[config.mk]
export PLATFORM = sky130hd
export DESIGN_NAME = serial_adder_ctrl
export DESIGN_NICKNAME = d
export VERILOG_FILES = /design/src/rtl/serial_adder_ctrl_pkg.sv /design/src/rtl/serial_adder_ctrl_fa.sv /design/src/rtl/serial_adder_ctrl.sv
export SDC_FILE = /design/constraint.sdc
export NUM_CORES = 1
export LEC_CHECK = 0
export BUFFER_PORTS_ARGS = -buffer_cell sky130_fd_sc_hd__clkbuf_2
export CORE_UTILIZATION = 56
export CTS_CLUSTER_SIZE = 25
export DETAILED_ROUTE_END_ITERATION = 12
export PLACE_DENSITY = 0.8
export REMOVE_ABC_BUFFERS = 1
export SYNTH_ARGS = -nofsm -noshare
export SYNTH_HDL_FRONTEND = slang
export SYNTH_SLANG_ARGS = --single-unit
[constraint.sdc]
create_clock -name clk -period 2.1 [get_ports clk]
set_input_delay 0.42 -clock clk [delete_from_list [all_inputs] [get_ports clk]]
set_output_delay 0.42 -clock clk [all_outputs]
set_load 0.1 [all_outputs]
[src/rtl/serial_adder_ctrl_pkg.sv]
`default_nettype none
// ============================================================================
//  Module      : serial_adder_ctrl_pkg
//  Description : Shared definitions for the bit-serial adder controller.
//                Holds the FSM state encodings and the default operand width.
//                The optional subtract mode is selected by the macro
//                SERIAL_ADDER_CTRL_SUB_EN, which is handled in the top level.
//  Revision    : 1.0 - initial release
// ============================================================================
package serial_adder_ctrl_pkg;

    // Operand/result width used when the instantiating code does not override it
    localparam int c_default_width = 8;

    // Controller state encodings
    localparam logic [1:0] c_st_idle = 2'd0;
    localparam logic [1:0] c_st_run  = 2'd1;
    localparam logic [1:0] c_st_done = 2'd2;

endpackage : serial_adder_ctrl_pkg
`default_nettype wire

[src/rtl/serial_adder_ctrl_fa.sv]
`default_nettype none
// ============================================================================
//  Module      : serial_adder_ctrl_fa
//  Description : Single-bit full adder cell. This is the one shared datapath
//                cell that the serial controller steps over every operand bit.
//  Ports       : a, b, ci  - operand bits and carry in
//                s, co     - sum bit and carry out
//  Revision    : 1.0 - initial release
// ============================================================================
module serial_adder_ctrl_fa (
    input  logic a,
    input  logic b,
    input  logic ci,
    output logic s,
    output logic co
);

    assign s  = a ^ b ^ ci;
    assign co = (a & b) | (a & ci) | (b & ci);

endmodule : serial_adder_ctrl_fa
`default_nettype wire

[src/rtl/serial_adder_ctrl.sv]
`default_nettype none
// ============================================================================
//  Module      : serial_adder_ctrl
//  Description : Bit-serial adder controller. Computes a WIDTH-bit sum by
//                sequencing one full adder cell over WIDTH cycles, LSB first.
//                Operands live in shift registers and the carry in a flop.
//                Optional macro SERIAL_ADDER_CTRL_SUB_EN adds a 'sub' input
//                that turns the operation into a - b (two's complement).
//  Ports       : clk, reset          - clock, synchronous active-high reset
//                start               - request, honoured only in IDLE
//                a, b, cin           - operands, captured on accepted start
//                sub                 - (macro only) subtract select
//                busy, done          - RUN indicator, one-cycle done pulse
//                sum, cout           - result and final carry
//  Revision    : 1.0 - initial release
// ============================================================================
module serial_adder_ctrl
    import serial_adder_ctrl_pkg::*;
#(
    parameter int WIDTH = c_default_width
) (
    input  logic             clk,
    input  logic             reset,
    input  logic             start,
    input  logic [WIDTH-1:0] a,
    input  logic [WIDTH-1:0] b,
    input  logic             cin,
`ifdef SERIAL_ADDER_CTRL_SUB_EN
    input  logic             sub,
`endif
    output logic             busy,
    output logic             done,
    output logic [WIDTH-1:0] sum,
    output logic             cout
);

    localparam int               CNT_W      = $clog2(WIDTH + 1);
    localparam logic [CNT_W-1:0] c_cnt_last = CNT_W'(WIDTH - 1);

    logic [1:0]       r_state;
    logic [1:0]       w_state_next;
    logic [WIDTH-1:0] r_a_sr;
    logic [WIDTH-1:0] r_b_sr;
    logic [WIDTH-1:0] r_s_sr;
    logic [WIDTH-1:0] w_s_shift;
    logic             r_carry;
    logic [CNT_W-1:0] r_cnt;
    logic             w_fa_s;
    logic             w_fa_co;
    logic [WIDTH-1:0] w_b_load;
    logic             w_c_load;

    // ------------------------------------------------------------------------
    // Load values for the B register and carry. Subtraction is a + ~b + 1.
    // ------------------------------------------------------------------------
`ifdef SERIAL_ADDER_CTRL_SUB_EN
    assign w_b_load = sub ? ~b   : b;
    assign w_c_load = sub ? 1'b1 : cin;
`else
    assign w_b_load = b;
    assign w_c_load = cin;
`endif

    // ------------------------------------------------------------------------
    // Shared datapath cell
    // ------------------------------------------------------------------------
    serial_adder_ctrl_fa u_fa (
        .a  (r_a_sr[0]),
        .b  (r_b_sr[0]),
        .ci (r_carry),
        .s  (w_fa_s),
        .co (w_fa_co)
    );

    // New sum bit enters from the MSB so that after WIDTH shifts bit 0 of the
    // result lands in position 0.
    generate
        if (WIDTH == 1) begin : g_shift_w1
            assign w_s_shift = w_fa_s;
        end else begin : g_shift_wn
            assign w_s_shift = {w_fa_s, r_s_sr[WIDTH-1:1]};
        end
    endgenerate

    // ------------------------------------------------------------------------
    // FSM: state register
    // ------------------------------------------------------------------------
    always_ff @(posedge clk) begin
        if (reset) begin
            r_state <= c_st_idle;
        end else begin
            r_state <= w_state_next;
        end
    end

    // ------------------------------------------------------------------------
    // FSM: next-state logic
    // ------------------------------------------------------------------------
    always_comb begin
        w_state_next = r_state;
        case (r_state)
            c_st_idle: if (start)                w_state_next = c_st_run;
            c_st_run:  if (r_cnt == c_cnt_last)  w_state_next = c_st_done;
            c_st_done:                           w_state_next = c_st_idle;
            default:                             w_state_next = c_st_idle;
        endcase
    end

    // ------------------------------------------------------------------------
    // Datapath: operand/result shift registers, carry flop, bit counter.
    // Nothing changes in DONE, so the result holds until the next accept.
    // ------------------------------------------------------------------------
    always_ff @(posedge clk) begin
        if (reset) begin
            r_a_sr  <= '0;
            r_b_sr  <= '0;
            r_s_sr  <= '0;
            r_carry <= 1'b0;
            r_cnt   <= '0;
        end else begin
            case (r_state)
                c_st_idle: begin
                    if (start) begin
                        r_a_sr  <= a;
                        r_b_sr  <= w_b_load;
                        r_s_sr  <= '0;
                        r_carry <= w_c_load;
                        r_cnt   <= '0;
                    end
                end
                c_st_run: begin
                    r_a_sr  <= r_a_sr >> 1;
                    r_b_sr  <= r_b_sr >> 1;
                    r_s_sr  <= w_s_shift;
                    r_carry <= w_fa_co;
                    r_cnt   <= r_cnt + 1'b1;
                end
                default: ;
            endcase
        end
    end

    assign busy = (r_state == c_st_run);
    assign done = (r_state == c_st_done);
    assign sum  = r_s_sr;
    assign cout = r_carry;

endmodule : serial_adder_ctrl
`default_nettype wire

* Yosys cells after proc, flatten, opt, wreduce, memory -nomap -nowiden
Index checks and enable logic that the tools add are counted.
** Operators by class
- $add $sub $neg :: 1
- Mux-type cells :: 13
- Equality and inequality tests :: 5
- Reductions and logical operators :: 4
- Bitwise logic cells :: 7
** Operator list (number)
- 8-bit case mux with 2 select lines :: 3
- 8-bit 2-to-1 mux :: 3
- 4-bit case mux with 2 select lines :: 1
- 4-bit by 1-bit adder with 4-bit output (second input constant) :: 1
- 4-bit by 3-bit equality test with 1-bit output (second input constant) :: 1
- 2-bit 2-to-1 mux :: 2
- 4-bit 2-to-1 mux :: 1
- 2-bit case mux with 2 select lines :: 1
- 2-bit AND reduction :: 2
- 1-bit AND :: 3
- 2-bit by 1-bit equality test with 1-bit output (second input constant) :: 1
- 2-bit equality test (second input constant) :: 1
- 2-bit logical NOT :: 1
- 2-bit by 1-bit != test with 1-bit output (second input constant) :: 1
- 2-bit != test (second input constant) :: 1
- 1-bit OR :: 2
- 1-bit case mux with 2 select lines :: 1
- 2-bit nonzero test :: 1
- 1-bit bitwise XOR :: 2
- 1-bit 2-to-1 mux :: 1
** Storage, ports and cells
- Flip-flop bits (word level) :: 31
- Output and inout bits :: 11
- Word-level logic and storage cells :: 36
- Bits of input ports :: 20

* Depth between registers and ports, before layout
Gate-level depths: netlist (run 1).
- Depth in word-level cells :: 4
- Depth in mapped cells :: 6
- Gate-level depth less buffers :: 5

* Hierarchy
From an unflattened synthesis (run 1), not the netlist that was laid out.
** Second synthesis, totals
- Cell total of the unflattened synthesis :: 178
- Area, all modules :: 1466.4 µm²
** By module, submodules not included
- serial_adder_ctrl :: area each 1446.4 µm², sequential area each 620.6 µm², cells each 177, times used 1
- serial_adder_ctrl_fa :: area each 20.0 µm², sequential area each 0.0 µm², cells each 1, times used 1

* Worst setup path after synthesis (run 1)
Ideal clock, no wire load.
- Path kind :: register to output
- From :: reg r_state[1]
- To :: out done
- Cell stages (with the launch flop) :: 4
- Data required time :: 1.680 ns
- Slack :: -0.301 ns
- Path buffers :: 1
- Arrival :: 1.981 ns
- Cell sequence :: dfxtp_1 > inv_1 > buf_2 > nor2_1
** Between the ends
- Cells in the longest elaborated chain, start to end :: 1
** RTL lines
- start: declaration :: line serial_adder_ctrl.sv:40 : logic [1:0] r_state;
- start signal: assignment :: line serial_adder_ctrl.sv:90 : r_state <= c_st_idle;
- start signal: assignment :: line serial_adder_ctrl.sv:92 : r_state <= w_state_next;
- 2-bit equality test :: line serial_adder_ctrl.sv:144 : assign done = (r_state == c_st_done);
- end: declaration :: line serial_adder_ctrl.sv:32 : output logic done,
Every way passes these cells.

* Final worst setup path (run 1)
- From :: reg r_state[1]
- To :: out busy
** Between the ends
- Cells in the longest elaborated chain, start to end :: 1
** RTL lines
- 2-bit by 1-bit equality test with 1-bit output :: line serial_adder_ctrl.sv:143 : assign busy = (r_state == c_st_run);
- end: declaration :: line serial_adder_ctrl.sv:31 : output logic busy,
Every way passes these cells.

==> flow_metrics.tcl, run 1 <==
set metrics [dict create \
    syn-instance-count 143 \
    synth.area.mux_share 0 \
    ctsHoldBuffers 0 \
    nets 193 \
    cts_htree_levels 2 \
    synth_cell_types 33 \
    firstDrtPassIters 4 \
    required_ns 1.68 \
    status "completed" \
    finalCriticalPeriod_ns 1.80 \
    portBuffers 30 \
    avgSynthCellArea_um2 9.77 \
    power_density_nw_per_um2 777 \
    die_h_um 52.0 \
    die_w_um 52.0 \
    clk_latency_ns 0.33 \
    yosys_warnings 0 \
    grt_overflow 0 \
    cp.arrival_ns 1.38 \
    whs_path_depth 3 \
    synth.most_common_cell "nor2_1" \
    ctsResizeCount 0 \
    hp-class "in -> reg" \
    hold_end "r_b_sr[7]" \
    crit_type "reg -> out" \
    startpoint "r_state[1]" \
    numClockSinks 31 \
    r2r_slack_ns 0.76 \
    yosysTopAreaCellShare 0.444 \
    post-cts-setup-buffers 0 \
    syn_area_um2 1400 \
    ctsRootBufferMaster "clkbuf_4" \
    hold_path.startpoint "b[7]" \
    cp-start-kind "flip-flop" \
    synth-edff-count 0 \
    finalPower_mw 1.25 \
    synth_compound_area_frac 0.305 \
    n_fill_cell 183 \
    start_util 0.614 \
    fin_ws_ns 0.303 \
    initialDrtViolationCount 23 \
    vdd_drop_max_uv 596 \
    drc 0 \
    grt_max_degree 32 \
    final_hold_viol_count 0 \
    vias 1159 \
    ys_ff_latch 31 \
    synth_top_family_by_area "compound AO/OA/AOI/OAI gates" \
    max_cap_violations 0 \
    rsz0062_at_grt "no" \
    async_reset_ff_frac 0 \
    setup_viol 0 \
    seq_area_frac_synth 0.444 \
    reg2regPathDepth 4 \
    grt_pass1_vias 1144 \
    pre_cts_ws_ns 0.661 \
    worst-path-max-fanout 12 \
    ant_nets 0 \
    synth_common_cells "nor2_1 (33), dfxtp_1 (31), a211oi_2 (10), a22oi_1 (10), o2bb2ai_1 (8)" \
    yosys.area.top_type "dfxtp_1" \
    core_um2 2280 \
    grt_usage 0.246 \
    ctsLongestPathBuffers 2 \
    slew_viol_final 0 \
    postLayoutCoreUtil 0.705 \
    r2r_start "cout" \
    p_leak_nw 0.662 \
    drive_gt1_frac 0.320 \
    fin_skew_ns 0.00446 \
    cts.reportedPaths.clkPinSlew_ns 0.09 \
    drt-vias-per-instance 5.80 \
    cts_tree "done" \
    tns_ns 0 \
    diodes 0 \
    max_slew_margin 0.520 \
    synth_simple_gate_area_frac 0.154 \
    grt_pass1_wl_um 4860 \
    post-dp-hpwl_um 1960 \
    timing.rr.end "sum[7]" \
    endpoint_kind "output port" \
    max_clock_freq_mhz 557 \
    worstMarginPinSlew_ns 0.720 \
    antenna_found_initial 0 \
    yosys.area_share.adder 0.0233 \
    numCtsBuffers 5 \
    area_delta_synth_final_pct 14.8 \
    synth_area_leaders "dfxtp_1 (44%), a211oi_2 (9.0%), nor2_1 (8.9%)" \
    ys.flop_type "dfxtp_1" \
    gp_congestion 0.828 \
    num_rows 17 \
    io_pins 31 \
    dieArea_um2 2700 \
    finalCritPeriodShare 0.856 \
    routedWlPerCell_um 14.2 \
    routed_wl_um 2850 \
    synth_xor_area_frac 0 \
]
## per-stage QoR
| stage | hold WS, ns | std cells | cell area, um2 |
|---|---|---|---|
| after global placement | 0.481 | 192 | 1540 |
| after detailed placement | 0.487 | 192 | 1540 |
| after floorplan | 0.450 | 132 | 1320 |
| after global routing | 0.346 | 200 | 1600 |
| after CTS | 0.323 | 200 | 1600 |
| final | 0.331 | 200 | 1600 |
## critical path, cell delays in order, from the launching register on
cell	delay (ns)
dfxtp_1	0.36
nand2b_4	0.17
inv_1	0.29
buf_12	0.23
## power by group
group | switching (mW) | total, mW | internal [mW] | leakage (nW)
clock network | 0.195 | 0.391 | 0.197 | 0.0386
registers | 0.0209 | 0.643 | 0.622 | 0.255
logic | 0.133 | 0.212 | 0.0783 | 0.369
total | 0.349 | 1.25 | 0.897 | 0.662
## flip-flops by register name (all words and copies together), names as in the netlist
register  flops
cout          1
r_a_sr        8
sum           8
r_state       2
r_cnt         4
r_b_sr        8
## cells in the final DEF, fill, tap and decap left out, types with 2 or more instances in the layout
master / synthesis / layout
o2bb2ai_1: 8 / 8
clkbuf_8: 0 / 2
nor2_1: 33 / 33
clkbuf_2: 0 / 28
a221oi_1: 3 / 3
inv_1: 5 / 5
buf_4: 4 / 3
o22ai_1: 6 / 6
dfxtp_1: 31 / 31
a211oi_2: 10 / 10
nand2_1: 3 / 3
a211oi_1: 3 / 3
clkbuf_4: 0 / 5
a22oi_1: 10 / 10
nand3_1: 2 / 2
nor3_1: 2 / 2
## logic make-up (layout without fill, tap and decap cells)
logic type,Yosys count,after routing
AO/OA/AOI/OAI,47,47
adder cells (fa/ha/maj),2,2
buffers and inverters,17,46
flip-flops,31,31
AND/OR/NAND/NOR,46,46
## cell type report
cell class              count  area, um2  share of cell area
multi-input cells          95        674               0.420
clock buffers               8       68.8              0.0429
well taps                  28       35.0              0.0218
flip-flops and latches     31        621               0.387
repair buffers             32        183               0.114
inverters                   6       22.5              0.0140
## routing by layer
metal | track usage | up-vias | wire [um]
met2 | 0.419 | 31 | 1380
met1 | 0.275 | 546 | 1290
met5 | 0 | - | 0
li1 | - | 582 | -
met3 | 0.105 | 0 | 177
met4 | 0.0766 | 0 | 0
## worst max-delay path by stage
stage,to,slack [ns],cells past startpoint
after floorplan,done,-0.28,2
after global placement,busy,0.69,3
after detailed placement,busy,0.66,3
after CTS,busy,0.28,3
after global routing,busy,0.21,3
final,busy,0.30,3
No activity file was read; power rests on OpenSTA's default activity.
==> inputs of run 2 (changes only) <==
--- a/config.mk
+++ b/config.mk
@@ -6,10 +6,11 @@
 export NUM_CORES = 1
 export LEC_CHECK = 0
 export BUFFER_PORTS_ARGS = -buffer_cell sky130_fd_sc_hd__clkbuf_2
-export CORE_UTILIZATION = 56
+export CORE_UTILIZATION = 50
+export CTS_BUF_LIST = sky130_fd_sc_hd__clkbuf_4 sky130_fd_sc_hd__clkbuf_8
 export CTS_CLUSTER_SIZE = 25
 export DETAILED_ROUTE_END_ITERATION = 12
-export PLACE_DENSITY = 0.8
+export PLACE_DENSITY = 0.75
 export REMOVE_ABC_BUFFERS = 1
 export SYNTH_ARGS = -nofsm -noshare
 export SYNTH_HDL_FRONTEND = slang
==> constraint.sdc (replaced) <==
create_clock -name clk -period 1.45 [get_ports clk]
set_input_delay 0.29 -clock clk [delete_from_list [all_inputs] [get_ports clk]]
set_output_delay 0.29 -clock clk [all_outputs]
set_load 0.1 [all_outputs]
==> flow_metrics.tcl, run 2 (synthesized netlist as in run 1, its figures left out) <==
set metrics [dict create \
    area_delta_synth_final_pct 27.9 \
    layout_common_cells "nor2_1 (32), dfxtp_1 (29), buf_4 (23)" \
    endpoint_kind "output port" \
    dp.cells 199 \
    p_leak_nw 0.746 \
    status "completed" \
    setup_viol 0 \
    power_density_nw_per_um2 1110 \
    core_um2 2570 \
    rsz0062_at_grt "yes" \
    fin_skew_ns 0.0140 \
    start_util 0.544 \
    routed_wl_um 3190 \
    required_ns 1.16 \
    cts.reportedPaths.clkPinSlew_ns 0.10 \
    cp.arrival_ns 1.15 \
    r2r_slack_ns 0.10 \
    p_clk_frac 0.354 \
    vias 1224 \
    numClockSinks 31 \
    hp-class "in -> reg" \
    routed.top_layer "met4" \
    final_hold_viol_count 0 \
    grt_pass1_wl_um 4770 \
    grt_max_degree 18 \
    nets 206 \
    pre_cts_ws_ns 0.132 \
    vdd_drop_max_uv 912 \
    die_h_um 54.9 \
    dieArea_um2 3010 \
    tns_ns 0 \
    routed-wl-met3_um 162 \
    fin_ws_ns 0.0136 \
    timing.rr.end "r_b_sr[7]" \
    crit_type "reg -> out" \
    initialDrtViolationCount 23 \
    firstDrtPassIters 4 \
    grt_overflow 0 \
    p_switching_uw 535 \
    ctsRootBufferMaster "clkbuf_4" \
    antenna_found_initial 0 \
    finalPower_mw 1.99 \
    pwr-share-comb 0.178 \
    worstMarginPinSlew_ns 0.394 \
    max_clock_freq_mhz 696 \
    drive_gt1_frac 0.395 \
    crit_path_end "busy" \
    routedWlPerCell_um 14.8 \
    worst-path-max-fanout 5 \
    ctsLongestPathBuffers 2 \
    finalNonFillerCells 215 \
    whs_ns 0.210 \
    cts_tree "done" \
    clk_latency_ns 0.33 \
    drt-vias-per-instance 5.69 \
    diodes 0 \
    portBuffers 30 \
    max_cap_violations 0 \
    wl_met2_um 1610 \
    p_seq_frac 0.468 \
    startpoint "r_state[1]" \
    finalCriticalPeriod_ns 1.44 \
    gp_congestion 0.729 \
    multi_input_area_um2 682 \
    cts_htree_levels 2 \
    die_w_um 54.9 \
    grt_pass1_vias 1090 \
    finalCritPeriodShare 0.991 \
    slew_viol_final 0 \
    max_slew_margin 0.736 \
    switching_share 0.269 \
    post-dp-hpwl_um 2040 \
    io_pins 31 \
    reg2regPathDepth 5 \
    r2r_start "r_state[0]" \
    internal_power_mw 1.45 \
    drc 0 \
    ant_nets 0 \
    ff_latch_area_um2 628 \
    met1_length_um 1400 \
    n_fill_cell 198 \
    final_common_cell "nor2_1" \
    num_rows 18 \
    cp-start-kind "flip-flop" \
    numCtsBuffers 5 \
    grt_usage 0.231 \
]
run 2: changes by cell type in the layout (fill, tap and decap cells not counted), moves of 2 or more:
cell      before  now
clkbuf_2      28   19
buf_4          3   23
dfxtp_1       31   29
dfxtp_4        0    2
buf_12         1    3
run 2: layout make-up:
type / count / share of cell area
multi-input combinational: 95 / 0.381
sequential: 31 / 0.351
timing repair buffer: 45 / 0.183
clock buffer: 6 / 0.0287
tap: 30 / 0.0210
clock inverter: 2 / 0.0196
inverter: 6 / 0.0147
run 2: metal layers:
layer  up-vias  track usage
li1        600            -
met5         -            0
met4         0        0.111
met1       587        0.263
met3         2       0.0833
met2        35        0.380
run 2: timing repair:
| item | 4_1_cts | 5_1_grt |
|---|---|---|
| cloned | 0 | 0 |
| endpoints found under the hold margin | 0 | 0 |
| endpoints found under the setup margin | 2 | 2 |
| pin swaps | 0 | 2 |
| gates resized for setup | 7 | 0 |
| hold buffers | 0 | 0 |
| buffers inserted | 1 | 7 |
run 2: power by group through the flow:
stage	Combinational (mW)	Sequential, mW	Clock, mW
after floorplan	0.165	0.990	0
after global placement	0.318	0.949	0
after detailed placement	0.324	0.952	0
after CTS	0.334	0.930	0.707
after global routing	0.384	0.937	0.751
final	0.354	0.931	0.705
run 2: worst max-delay path, cell delays in order, from the launching register on:
cell and delay [ns]:
dfxtp_4 0.38, nand2b_4 0.15, clkinvlp_4 0.12, buf_12 0.18
run 2: worst min-delay path by stage:
stage                     cells past startpoint    endpoint  slack [ns]      from
final                                         3   r_a_sr[7]        0.21      a[7]
after global routing                          3   r_a_sr[7]        0.21      a[7]
after CTS                                     3   r_a_sr[7]        0.20      a[7]
after detailed placement                      1  r_state[1]        0.48  r_cnt[3]
after global placement                        1  r_state[1]        0.49  r_cnt[3]
after floorplan                               1   r_a_sr[1]        0.35     reset
run 2: stage by stage:
stage,utilization,cell area [um2]
2_1_floorplan,-,1320
3_3_place_gp,0.632,1620
3_5_place_dp,0.632,1620
4_1_cts,0.676,1740
5_1_grt,0.696,1790
6_report,0.696,1790
